$ cat config.mk
export PLATFORM = sky130hd
export DESIGN_NAME = md_sched
export DESIGN_NICKNAME = d
export VERILOG_FILES = /design/src/rtl/md_sched.sv
export SDC_FILE = /design/constraint.sdc
export NUM_CORES = 1
export LEC_CHECK = 0
export BUFFER_PORTS_ARGS = -buffer_cell sky130_fd_sc_hd__buf_2
export CORE_AREA = 2 2 154 156
export DETAILED_ROUTE_END_ITERATION = 6
export DIE_AREA = 0 0 156 158
export PLACE_DENSITY_LB_ADDON = 0.25
export SLEW_MARGIN = 5
export SYNTH_ARGS = -nofsm -noshare
export SYNTH_HDL_FRONTEND = slang
export SYNTH_SLANG_ARGS = --single-unit
$ cat constraint.sdc
create_clock -name clk -period 4 [get_ports clk]
set_input_delay 0.6 -clock clk [delete_from_list [all_inputs] [get_ports clk]]
set_output_delay 0.6 -clock clk [all_outputs]
set_load 0.01 [all_outputs]
$ cat src/rtl/md_sched.sv
// md_sched: multiply/divide scheduler for the EX stage.
// Accepts one MULT/MULTU/DIV/DIVU at a time, drives the fixed-latency
// multiplier or the start/ready divider, stalls EX until the result exists
// and issues exactly one HI/LO write per committed instruction.
// Optional feature macro: MD_DIV0_FAST_EN. When defined, a divide with a zero
// divisor completes without the divider, returning {op_a, 32'hFFFF_FFFF}.
module md_sched #(
    parameter int MUL_LATENCY = 2,  // operands-to-result cycles, 1..15
    parameter int CNT_W       = 4
) (
    input  logic        clk,
    input  logic        resetn,
    // request from EX
    input  logic        req_valid,
    input  logic [1:0]  req_op,
    input  logic [31:0] op_a,
    input  logic [31:0] op_b,
    input  logic        annul,
    input  logic        ex_stall,
    // multiplier
    output logic        mul_signed,
    output logic [31:0] mul_ina,
    output logic [31:0] mul_inb,
    input  logic [63:0] mul_result,
    // divider
    output logic        div_start,
    output logic        div_signed,
    output logic [31:0] div_opa,
    output logic [31:0] div_opb,
    output logic        div_annul,
    input  logic        div_ready,
    input  logic [63:0] div_result,
    // pipeline / HI-LO
    output logic        stallreq,
    output logic        hilo_we,
    output logic [63:0] hilo_data,
    output logic        busy
);

    typedef enum logic [2:0] {
        IDLE     = 3'd0,
        MUL_WAIT = 3'd1,
        DIV_RUN  = 3'd2,
        DONE     = 3'd3,
        WAIT_ADV = 3'd4
    } state_t;

    localparam logic [CNT_W-1:0] MUL_CNT_INIT = CNT_W'(MUL_LATENCY - 1);

    state_t           state, state_nxt;
    logic [CNT_W-1:0] cnt, cnt_nxt;
    logic [31:0]      opa_q, opb_q;
    logic             sgn_q;
    logic [63:0]      res_q, res_nxt;
    logic             accept;

    // State register.
    always_ff @(posedge clk or negedge resetn) begin
        if (!resetn) begin
            state <= IDLE;
        end else begin
            // NOTE: sequential state uses non-blocking assignments so every
            // flop samples the pre-edge values of the others.
            state <= state_nxt;
        end
    end

    // Operand latches, latency counter and result register.
    always_ff @(posedge clk or negedge resetn) begin
        if (!resetn) begin
            opa_q <= '0;
            opb_q <= '0;
            sgn_q <= 1'b0;
            cnt   <= '0;
            res_q <= '0;
        end else begin
            if (accept) begin
                opa_q <= op_a;
                opb_q <= op_b;
                sgn_q <= ~req_op[0];
            end
            cnt   <= cnt_nxt;
            res_q <= res_nxt;
        end
    end

    // Next-state logic and control outputs.
    always_comb begin
        // NOTE: every signal gets a default first so no path leaves one
        // unassigned, which would otherwise infer a latch.
        state_nxt = state;
        cnt_nxt   = cnt;
        res_nxt   = res_q;
        accept    = 1'b0;
        stallreq  = 1'b0;
        hilo_we   = 1'b0;
        hilo_data = '0;
        div_start = 1'b0;
        div_annul = 1'b0;

        case (state)
            IDLE: begin
                if (req_valid && !annul) begin
                    accept   = 1'b1;
                    stallreq = 1'b1;
                    if (!req_op[1]) begin
                        state_nxt = MUL_WAIT;
                        cnt_nxt   = MUL_CNT_INIT;
                    end
`ifdef MD_DIV0_FAST_EN
                    else if (op_b == 32'd0) begin
                        // Zero divisor: skip the divider entirely.
                        state_nxt = DONE;
                        res_nxt   = {op_a, 32'hFFFF_FFFF};
                    end
`endif
                    else begin
                        state_nxt = DIV_RUN;
                    end
                end
            end

            MUL_WAIT: begin
                if (annul) begin
                    state_nxt = IDLE;
                end else begin
                    stallreq = 1'b1;
                    if (cnt == '0) begin
                        res_nxt   = mul_result;
                        state_nxt = DONE;
                    end else begin
                        cnt_nxt = cnt - 1'b1;
                    end
                end
            end

            DIV_RUN: begin
                if (annul) begin
                    // Abort wins over a simultaneous div_ready.
                    div_annul = 1'b1;
                    state_nxt = IDLE;
                end else begin
                    stallreq = 1'b1;
                    if (div_ready) begin
                        res_nxt   = div_result;
                        state_nxt = DONE;
                    end else begin
                        div_start = 1'b1;
                    end
                end
            end

            DONE: begin
                if (annul) begin
                    state_nxt = IDLE;
                end else begin
                    hilo_we   = 1'b1;
                    hilo_data = res_q;
                    state_nxt = ex_stall ? WAIT_ADV : IDLE;
                end
            end

            WAIT_ADV: begin
                // The finished instruction is still sitting in EX; its
                // req_valid must not start a second operation.
                if (!ex_stall) begin
                    state_nxt = IDLE;
                end
            end

            default: begin
                state_nxt = IDLE;
            end
        endcase
    end

    // Operands reach a functional unit only while that unit is in use, so
    // the multiplier and divider are never driven at the same time.
    assign mul_signed = (state == MUL_WAIT) ? sgn_q : 1'b0;
    assign mul_ina    = (state == MUL_WAIT) ? opa_q : 32'd0;
    assign mul_inb    = (state == MUL_WAIT) ? opb_q : 32'd0;
    assign div_signed = (state == DIV_RUN)  ? sgn_q : 1'b0;
    assign div_opa    = (state == DIV_RUN)  ? opa_q : 32'd0;
    assign div_opb    = (state == DIV_RUN)  ? opb_q : 32'd0;
    assign busy       = (state != IDLE);

endmodule

==> results.ini <==
[grt]
grt_busiest_layer=met2
grtUsageTotal_pct=16.0
antenna_found_initial=2
grtUsageMet2_pct=27.9
grt_max_degree=99
grt_pass1_vias=5788
globalRouteOverflowTotal=0
grt_pass1_wl_um=30700
met1_usage_pct=18.9
use_met3_pct=5.45

[clocking]
cts_tree=done
numCtsBuffers=17
holdBufCountCts=0
postCtsSetupBuffers=0
clock_latency_ns=0.41
htreeDepth=4
clk_pin_slew_ns=0.06
clock-root-buffer=clkbuf_16
cts_buffer_depth=2
cts_sinks=136
cts_resized=0

[worst_setup_path]
worstPathCellList=buf_4 -> nand2_1 -> nor3_2 -> buf_4 -> and2_1 -> buf_2
slowest_delay_ns=0.48
crit_top_cell=buf_4
critical_path_buf_inv_count=3
start_kind=flop
critPathSlowestCell=buf_4
cp_max_fo=78
r2r-end=res_q[61]$_DFFE_PN0P_
reg2reg_depth=5
cp_top_family=buffers and inverters
rr_startpoint=state[2]$_DFFE_PN0P_
crit_type=reg -> out
crit_path_end_kind=output port
rrSetupSlack_ns=1.39
required_ns=3.40
crit_arrival_ns=2.38

[layout]
ff_latch_area_mm2=0.00340
drive_above_1_share_pct=63.1
area_growth_pct=38.0
nFillCells=2267
fin_util_pct=43.9
diodes=0
nets=1194
multiInputGateArea_mm2=0.00369
fin_cells=1295

[timing]
rsz0062_at_grt=no
finalSetupViolCount=0
timing.final.ws_setup_ns=1.02
fin_setup_tns_ns=0
hold_viol_final=0
worst_pin_slew_ns=1.23
fin_skew_ns=0.0133
period_share_pct=74.5
layout_min_cycle_time_ns=2.98
slew_viol_final=0
fmax_ghz=0.336
max_slew_margin_pct=17.8
hold_ws_ns=0.213

[floorplanning]
fp.dieArea_mm2=0.0246
die_w_um=156
core_area_mm2=0.0231
initial_core_util_pct=31.8
die_y_um=158
ios=399
num_rows=56

[detailed_routing]
wl_um=20300
vias=5912
post_drt_wl_per_cell_um=15.7
firstDrtPassIters=4
vias_per_cell=4.57
drc=0
drt_iter0_markers=240
ant_nets=0

[placed_design]
dp_hpwl_um=14600
placed_cells=1264
dp_slack_ns=1.39
gp_congestion=0.764
io_buffers=398

[power_and_ir_drop]
total_leakage_power_uw=0.00538
vdd_drop_max_uv=232
power.density_mw_per_mm2=471

[logic_synthesis]
synth_top_area_share_pct=46.4
ys_warn_count=0
synth_flop_cell=dfrtp_1
synth.avg_cell_area_um2=11.8
synth_area_mm2=0.00733
synth-edff-count=0
seq_area_frac_synth_pct=46.4
yosys.area.top_type=dfrtp_1
syn_inst=621
synth_common_cells=mux2_2 (193), dfrtp_1 (136), and2_1 (131), and3_1 (65), clkbuf_1 (40)
yosysMostFrequentCell=mux2_2
ys_async_sr_fraction_pct=100
synth.net_count=822
synth-seq-cells=136
synth_cell_type_count=30
synth_area_leaders=dfrtp_1 (46%), mux2_2 (30%), and2_1 (11%)

[worst_hold_path]
min_path_type=in -> async

[status]
status=complete, no violations

[job]
maxCapViolCount=0

==> layout make-up <==
class | instances | area share, %
Clock inverter | 12 | 1.20
Sequential cell | 136 | 33.7
Timing Repair Buffer | 405 | 20.6
Multi-Input combinational cell | 430 | 36.5
Inverter | 3 | 0.111
Tap cell | 290 | 3.59
Clock buffer | 19 | 4.28
==> layer usage <==
| metal | part of all wire, % | vias up |
|---|---|---|
| li1 | - | 2883 |
| met3 | 8.5 | 14 |
| met1 | 41 | 2769 |
| met5 | 0.13 | - |
| met2 | 49 | 242 |
| met4 | 0.81 | 4 |
==> placed cells by master, fill, tap and decap left out, drive strengths merged, types with 2 or more instances in the layout <==
cell,count
or3,3
inv,7
nand3b,3
and2,131
clkinvlp,4
dfrtp,136
nor3,4
nand2,3
nor2,5
clkinv,3
nor2b,2
mux2,193
or3b,2
a21oi,3
buf,405
and3,65
o21ai,5
clkbuf,19
==> cells by family (layout without fill, tap and decap cells) <==
family | after synthesis | count (layout) | synth area share (%)
AND/OR/NAND/NOR | 222 | 222 | 18.9
flip-flops | 136 | 136 | 46.4
buffers and inverters | 55 | 439 | 3.45
AO/OA/AOI/OAI | 13 | 13 | 1.33
multiplexers | 194 | 194 | 29.8
adder cells (fa/ha/maj) | 1 | 1 | 0.171
==> worst max-delay path by stage <==
| stage | cells after the start | end | startpoint | slack, ns |
|---|---|---|---|---|
| 4_1_cts | 3 | mul_inb[21] | state[2]$_DFFE_PN0P_ | 0.98 |
| 5_1_grt | 6 | hilo_data[43] | state[0]$_DFFE_PN0P_ | 0.74 |
| 6_report | 6 | hilo_data[43] | state[0]$_DFFE_PN0P_ | 1.02 |
| 2_1_floorplan | 6 | stallreq | annul | 1.41 |
| 3_5_place_dp | 5 | res_q[61]$_DFFE_PN0P_ | state[2]$_DFFE_PN0P_ | 1.39 |
| 3_3_place_gp | 6 | hilo_data[40] | state[0]$_DFFE_PN0P_ | 1.41 |
==> sequential cells by signal (all words and copies together) (netlist names) <==
register	cells
cnt	4
opa_q	32
opb_q	32
res_q	64
sgn_q	1
state	3
==> power breakdown <==
part | switching (uW) | internal [uW] | leakage, uW
clock network | 622 | 862 | 0.000257
logic | 447 | 687 | 0.00352
registers | 267 | 1880 | 0.00160
total | 1340 | 3430 | 0.00538
==> stage by stage <==
| step | cell area [um2] | power (uW) |
|---|---|---|
| after floorplan | 7330 | 2880 |
| after global placement | 9560 | 3280 |
| after detailed placement | 9560 | 3320 |
| after CTS | 10100 | 4850 |
| after global routing | 10100 | 5080 |
| final | 10100 | 4770 |
==> worst reg2reg max path, cell delays in order (launching register included) <==
cell,delay [ns]
dfrtp_1,0.51
or3b_1,0.48
or4b_4,0.54
a32oi_4,0.20
buf_12,0.34
mux2_2,0.43
Note: power is estimated with default switching activity, not from simulation.
